[src/rtl/mem_access_unit_pkg.sv]
// ---------------------------------------------------------------------------
// mem_access_unit_pkg
//   Shared definitions for the load/store sequencer:
//   - mem_op_e      : memory operation codes driven by the execute stage
//   - SF_*          : store/access format codes presented to dmem
//   - mau_state_e   : sequencer state encoding
//   - helpers       : op classification, access format, alignment check
// ---------------------------------------------------------------------------
package mem_access_unit_pkg;

  typedef enum logic [2:0] {
    LW  = 3'd0,
    LH  = 3'd1,
    LHU = 3'd2,
    LB  = 3'd3,
    LBU = 3'd4,
    SW  = 3'd5,
    SH  = 3'd6,
    SB  = 3'd7
  } mem_op_e;

  localparam logic [1:0] SF_WORD = 2'b00;
  localparam logic [1:0] SF_HALF = 2'b01;
  localparam logic [1:0] SF_BYTE = 2'b10;

  typedef enum logic [1:0] {
    ST_IDLE   = 2'd0,
    ST_ACCESS = 2'd1,
    ST_RESP   = 2'd2
  } mau_state_e;

  function automatic logic is_store(mem_op_e op);
    return (op == SW) || (op == SH) || (op == SB);
  endfunction

  // Access width as seen by dmem; loads report their width too so the
  // byte-lane outputs describe the current access for either direction.
  function automatic logic [1:0] op_format(mem_op_e op);
    case (op)
      LW, SW:       return SF_WORD;
      LH, LHU, SH:  return SF_HALF;
      default:      return SF_BYTE;
    endcase
  endfunction

  // lsb is the low two bits of the offset from the dmem base.
  function automatic logic op_misaligned(mem_op_e op, logic [1:0] lsb);
    case (op_format(op))
      SF_WORD: return (lsb != 2'b00);
      SF_HALF: return lsb[0];
      default: return 1'b0;
    endcase
  endfunction

endpackage

[src/rtl/mem_access_unit_load_extend.sv]
// ---------------------------------------------------------------------------
// load_extend
//   Combinational lane select and sign/zero extension of a dmem read word.
//   Ports:
//     op     in   mem_op_e  load opcode (store codes pass data through)
//     pos    in   2         byte offset within the word
//     data   in   32        raw dmem read word
//     result out  32        right-justified, extended load value
// ---------------------------------------------------------------------------
module load_extend
  import mem_access_unit_pkg::*;
(
  input  mem_op_e     op,
  input  logic [1:0]  pos,
  input  logic [31:0] data,
  output logic [31:0] result
);

  logic signed [15:0] half_lane;
  logic signed [7:0]  byte_lane;

  // Half-word loads are already known to be 2-byte aligned, so only pos[1]
  // chooses the lane.
  assign half_lane = pos[1] ? data[31:16] : data[15:0];

  always_comb begin
    byte_lane = data[7:0];
    case (pos)
      2'd0:    byte_lane = data[7:0];
      2'd1:    byte_lane = data[15:8];
      2'd2:    byte_lane = data[23:16];
      default: byte_lane = data[31:24];
    endcase
  end

  always_comb begin
    result = data;
    case (op)
      LH:      result = 32'(half_lane);
      LHU:     result = {16'h0000, half_lane};
      LB:      result = 32'(byte_lane);
      LBU:     result = {24'h00_0000, byte_lane};
      default: result = data;
    endcase
  end

endmodule

[src/rtl/mem_access_unit.sv]
// ---------------------------------------------------------------------------
// mem_access_unit
//   Load/store sequencer between the execute stage and dmem. One byte-
//   addressed op is accepted per request, range/alignment checked, then
//   issued to dmem for exactly one cycle; loads are extracted and extended
//   into a registered result.
//   Ports:
//     clk                 in   1       rising-edge clock
//     rst_n               in   1       asynchronous active-low reset
//     req                 in   1       op request, sampled while ready=1
//     op                  in   3       mem_op_e code
//     addr                in   32      byte address
//     wdata               in   32      store data, right-justified
//     ready               out  1       idle, will accept req this cycle
//     done                out  1       one-cycle completion pulse
//     fault               out  1       with done: op rejected, no access
//     rdata               out  32      extended load result, held
//     dm_w / dm_r         out  1       dmem write / read enable
//     store_format_signal out  2       00 word, 01 half, 10 byte
//     detail_pos          out  2       byte offset within the word
//     dm_addr             out  ADDR_W  dmem word index
//     dm_wdata            out  32      latched store data, unmodified
//     dm_rdata            in   32      dmem read data (valid when dm_r=1)
// ---------------------------------------------------------------------------
module mem_access_unit
  import mem_access_unit_pkg::*;
#(
  parameter logic [31:0] BASE_ADDR   = 32'h1001_0000,
  parameter int unsigned DEPTH_WORDS = 1024,
  parameter int unsigned ADDR_W      = 11
) (
  input  logic              clk,
  input  logic              rst_n,
  input  logic              req,
  input  logic [2:0]        op,
  input  logic [31:0]       addr,
  input  logic [31:0]       wdata,
  output logic              ready,
  output logic              done,
  output logic              fault,
  output logic [31:0]       rdata,
  output logic              dm_w,
  output logic              dm_r,
  output logic [1:0]        store_format_signal,
  output logic [1:0]        detail_pos,
  output logic [ADDR_W-1:0] dm_addr,
  output logic [31:0]       dm_wdata,
  input  logic [31:0]       dm_rdata
);

  localparam logic [31:0] SPAN_BYTES = 32'(4 * DEPTH_WORDS);

  mau_state_e        state_q;
  mem_op_e           op_q;
  logic [ADDR_W+1:0] off_q;
  logic [31:0]       wdata_q;
  logic              done_q;
  logic              fault_q;
  logic [31:0]       rdata_q;

  mem_op_e     op_in;
  logic [31:0] off;
  logic        illegal;
  logic [31:0] ext_data;

  assign op_in = mem_op_e'(op);

  // Unsigned subtraction: addresses below the base wrap to huge offsets and
  // fall out of range with the same compare.
  assign off     = addr - BASE_ADDR;
  assign illegal = (off >= SPAN_BYTES) || op_misaligned(op_in, off[1:0]);

  load_extend u_load_extend (
    .op     (op_q),
    .pos    (off_q[1:0]),
    .data   (dm_rdata),
    .result (ext_data)
  );

  always_ff @(posedge clk or negedge rst_n) begin
    if (!rst_n) begin
      state_q <= ST_IDLE;
      op_q    <= LW;
      off_q   <= '0;
      wdata_q <= '0;
      done_q  <= 1'b0;
      fault_q <= 1'b0;
      rdata_q <= '0;
    end else begin
      unique case (state_q)
        // IDLE: latch the request; rejected ops skip straight to RESP
        ST_IDLE: begin
          done_q  <= 1'b0;
          fault_q <= 1'b0;
          if (req) begin
            op_q    <= op_in;
            off_q   <= off[ADDR_W+1:0];
            wdata_q <= wdata;
            if (illegal) begin
              state_q <= ST_RESP;
              done_q  <= 1'b1;
              fault_q <= 1'b1;
            end else begin
              state_q <= ST_ACCESS;
            end
          end
        end
        // ACCESS: dmem commits stores on this edge; loads capture here too
        ST_ACCESS: begin
          if (!is_store(op_q)) begin
            rdata_q <= ext_data;
          end
          done_q  <= 1'b1;
          fault_q <= 1'b0;
          state_q <= ST_RESP;
        end
        // RESP: done/fault visible for this single cycle
        ST_RESP: begin
          done_q  <= 1'b0;
          fault_q <= 1'b0;
          state_q <= ST_IDLE;
        end
        default: begin
          done_q  <= 1'b0;
          fault_q <= 1'b0;
          state_q <= ST_IDLE;
        end
      endcase
    end
  end

  // ready is forced low while reset is asserted even though the state
  // register already reads IDLE.
  assign ready = rst_n && (state_q == ST_IDLE);
  assign done  = done_q;
  assign fault = fault_q;
  assign rdata = rdata_q;

  // Enables decode straight from state so an asynchronous reset during
  // ACCESS withdraws a pending store before the next edge.
  assign dm_w = (state_q == ST_ACCESS) &&  is_store(op_q);
  assign dm_r = (state_q == ST_ACCESS) && !is_store(op_q);

  assign store_format_signal = op_format(op_q);
  assign detail_pos          = off_q[1:0];
  assign dm_addr             = off_q[ADDR_W+1:2];
  assign dm_wdata            = wdata_q;

endmodule

[config.mk]
export PLATFORM = sky130hd
export DESIGN_NAME = mem_access_unit
export DESIGN_NICKNAME = d
export VERILOG_FILES = /design/src/rtl/mem_access_unit_pkg.sv /design/src/rtl/mem_access_unit_load_extend.sv /design/src/rtl/mem_access_unit.sv
export SDC_FILE = /design/constraint.sdc
export NUM_CORES = 1
export LEC_CHECK = 0
export BUFFER_PORTS_ARGS = -buffer_cell sky130_fd_sc_hd__buf_2
export CORE_MARGIN = 2
export CORE_UTILIZATION = 40
export DETAILED_ROUTE_END_ITERATION = 8
export GPL_ROUTABILITY_DRIVEN = 0
export GPL_TIMING_DRIVEN = 0
export PLACE_DENSITY = 0.66
export SLEW_MARGIN = 20
export SYNTH_ARGS = -nofsm -noshare
export SYNTH_HDL_FRONTEND = slang
export SYNTH_HIERARCHICAL = 1
export SYNTH_SLANG_ARGS = --single-unit
[constraint.sdc]
create_clock -name clk -period 4.6 [get_ports clk]
set_clock_uncertainty 0.1 [all_clocks]
set_input_delay 0.69 -clock clk [delete_from_list [all_inputs] [get_ports clk]]
set_output_delay 0.69 -clock clk [all_outputs]
set_load 0.005 [all_outputs]
==> summary.md <==
| Metric | Value |
|---|---|
| Status | `finished clean` |
| Total CTS buffers | `9` |
| Slew Viols, Final | `0` |
| Vias in the first global route | `3982` |
| Tightest Pin Transition | `0.547 ns` |
| Largest net degree at the start of global routing | `50` |
| Critical path buffers and inverters | `3` |
| 1st-pass router iterations | `4` |
| Core ar. | `11300 µm²` |
| DIE HEIGHT | `111 µm` |
| Largest family of logic cells by synthesized area | `multiplexers` |
| Area of the multi-input gates | `2260 µm²` |
| IO Count | `186` |
| Startpoint Class | `input pin` |
| CTS tree | `yes` |
| Comb pwr share | `26.0%` |
| Yosys warnings | `6` |
| CTS H-tree lvls | `3` |
| Worst path top cell family by delay | `buffers and inverters` |
| Cts hold-fix bufs | `0` |
| Endpoints failing hold | `0` |
| Final setup violation count | `0` |
| Worst reg2reg path depth | `6` |
| Post-Synth Adder-Cell Area | `0.219%` |
| Placed insts | `683` |
| Nets | `653` |
| Crit path arrival time | `1.80 ns` |
| Leak pwr | `3.09 nW` |
| CP Data Required Time | `3.81 ns` |
| DIE AREA | `12300 µm²` |
| CP cell instances | `buf_4 -> buf_16 -> nor3b_1 -> buf_2` |
| Global-route usage over all layers | `21.8%` |
| Synth async-reset ratio | `100%` |
| Final ANT Viol Nets | `0` |
| Initial cell density of the core | `40.5%` |
| EDFF count, synth | `0` |
| Synthesized instance count | `354` |
| Max incr delay on CP | `0.41 ns` |
| Mean Syn Cell Area | `12.9 µm²` |
| WP depth | `4` |
| Relative slew slack | `63.5%` |
| Post-synth cell types | `40` |
| XOR/XNOR Fraction of Synth Area | `0.384%` |
| Area taken by flip-flops and latches | `2100 µm²` |
| GRT Residual Overflow | `0` |
| Element type at the critical path end | `output pin` |
| Worst hold path type | `in -> async` |
| Post-DP HPWL | `9950 µm` |
| Net count after synthesis | `456` |
| Slowest cell on crit path | `buf_4` |
| Worst setup path class | `in -> out` |
| Simple-Gate Fraction of Synth Area | `8.28%` |
| Pwr Density | `366 nW/µm²` |
| Clk pin slew, worst setup/hold paths | `0.06 ns` |
| Synthesized area | `4560 µm²` |
| Clock sink count | `84` |
| Peak supply drop | `0.000236 V` |
| First-pass GRT wire length | `20800 µm` |
| ANT cells | `0` |
| Compound-Gate Fraction of Synth Area | `13.3%` |
| Final worst path period need | `2.59 ns` |
| Post-Layout Cell Count | `699` |
| Synth-to-layout area growth | `31.7%` |
| Period utilization | `56.3%` |
| Setup tns final | `0 ns` |
| Pwr Total | `2.20 mW` |
| Clk_lat worst skew | `0.34 ns` |
| Synth Flop Type | `dfrtp_1` |
| CTS root buf | `clkbuf_16` |
| Clock share of power | `35.1%` |
| Max-cap violation count | `0` |
| FF+latch count, synth | `84` |
| Worst-path fanout max | `49` |
| Postcts setup bufs | `0` |
| Max Freq | `0.386 GHz` |
| DRC errors left | `0` |
| Net Switching | `0.624 mW` |
| Mux cell area share after synthesis | `27.3%` |
| Via Count | `3742` |
| Die width | `111 µm` |
| Unrepaired setup endpoints after global routing | `false` |
| DR iter-0 viols | `149` |
| Int Pwr | `1.57 mW` |
| Final WL | `13100 µm` |
| Routed wire per std cell | `18.8 µm` |
| Number of fill cells | `988` |
| IO buf count | `185` |
| Initial antenna violation count | `0` |
| Via/cell ratio | `5.35` |
| Ratio of cells with drive above 1 in the final layout | `56.5%` |
| Clk buf depth | `2` |
| Sw frac | `28.4%` |
| Sequential share of power | `39.0%` |
| Sequential cell area fraction in the yosys report | `46.1%` |
| Placement row count | `39` |
| Post_cts resized | `0` |
-- synth_stat cells, drive strengths merged (5+ instances only) --
cell type | number | area [µm²]
a21oi | 20 | 126
clkbuf | 5 | 18.8
a21o | 17 | 128
a22o | 13 | 114
o21ai | 8 | 43.8
mux2 | 81 | 1020
mux4 | 8 | 206
nand2 | 22 | 82.6
a22oi | 8 | 60.1
o211ai | 11 | 82.6
dfrtp | 84 | 2100
nor2b | 16 | 100
buf | 19 | 170
-- worst reg2reg max path: cells and delay by family, from the launching register on --
kind	cells	cell delay, ns
mux	1	0.27
buf+inv	2	0.74
flops	1	0.58
compound gates	3	0.42
-- layout by cell type (no fill, tap or decap), types with 2 or more instances in the layout --
cell and n:
clkbuf_16 9, a21oi_1 13, nor4_1 3, nor3b_1 3
nor2_1 3, xor2_1 2, nand2b_1 4, and2_1 3
inv_1 4, buf_2 191, a22o_1 13, nand2_1 22
mux4_1 7, bufinv_16 2, o21bai_1 3, mux2_2 52
mux2i_1 2, a21oi_2 7, clkbuf_1 8, o211ai_1 11
mux2_4 29, o21ai_0 7, nor4b_1 2, nor3_1 2
nor2b_1 16, a22oi_1 8, dfrtp_1 84, a21o_1 17
buf_6 12
-- power by group through the flow --
stage               registers [mW]  logic (mW)  clock network [mW]
global placement             0.864       0.550                   0
detailed placement           0.868       0.569                   0
finish                       0.856       0.570               0.771
floorplan                    0.869       0.334                   0
global route                 0.865       0.625               0.821
CTS                          0.856       0.572               0.789
-- final timing paths --
check | from | end | slack [ns]
hold / removal | rst_n | rdata[20] | 0.21
max in group asynchronous | rst_n | state_q[1] | 3.58
setup reg to reg | op_q[1] | rdata[15] | 2.38
min in group clk | rdata[26] | rdata[26] | 0.40
setup / recovery | rst_n | ready | 2.01
hold reg to reg | rdata[26] | rdata[26] | 0.40
-- per-layer routing --
| layer | part of all wire, % | global-route usage (%) |
|---|---|---|
| met5 | 0 | 0 |
| met1 | 40 | 25.7 |
| met3 | 7.4 | 5.47 |
| met4 | 2.7 | 9.67 |
| met2 | 50 | 37.6 |
-- stage by stage --
stage	instance area (µm²)	hold WS (ns)	util [%]	setup WS, ns
after floorplan	4560	0.294	-	2.47
after global placement	5670	0.387	50.3	1.23
after detailed placement	5700	0.390	50.6	1.94
after CTS	6010	0.232	53.3	1.94
after global routing	6010	0.245	53.3	1.79
final	6010	0.209	53.3	2.01
-- area by class of cell --
class,count,share of cell area (%)
inverters,4,0.250
plain buffers,24,3.14
flip-flops and latches,84,35.0
multi-input cells,242,37.6
well taps,143,2.98
clock inverters,4,1.23
clock buffers,12,3.94
repair buffers,186,15.9
-- cell families after synthesis --
group | Yosys count
AOI/OAI and AO/OA | 83
DFF | 84
xor gates and xnor gates | 2
adders and majority gates | 1
muxes | 91
buffers and inverters | 28
and+or+nand+nor | 65
-- sequential cells by signal (all words and copies together) (netlist names) --
| register | cells |
|---|---|
| dm_wdata | 32 |
| done | 1 |
| fault | 1 |
| off_q | 13 |
| op_q | 3 |
| rdata | 32 |
| state_q | 2 |
No activity file was read; power rests on OpenSTA's default activity.
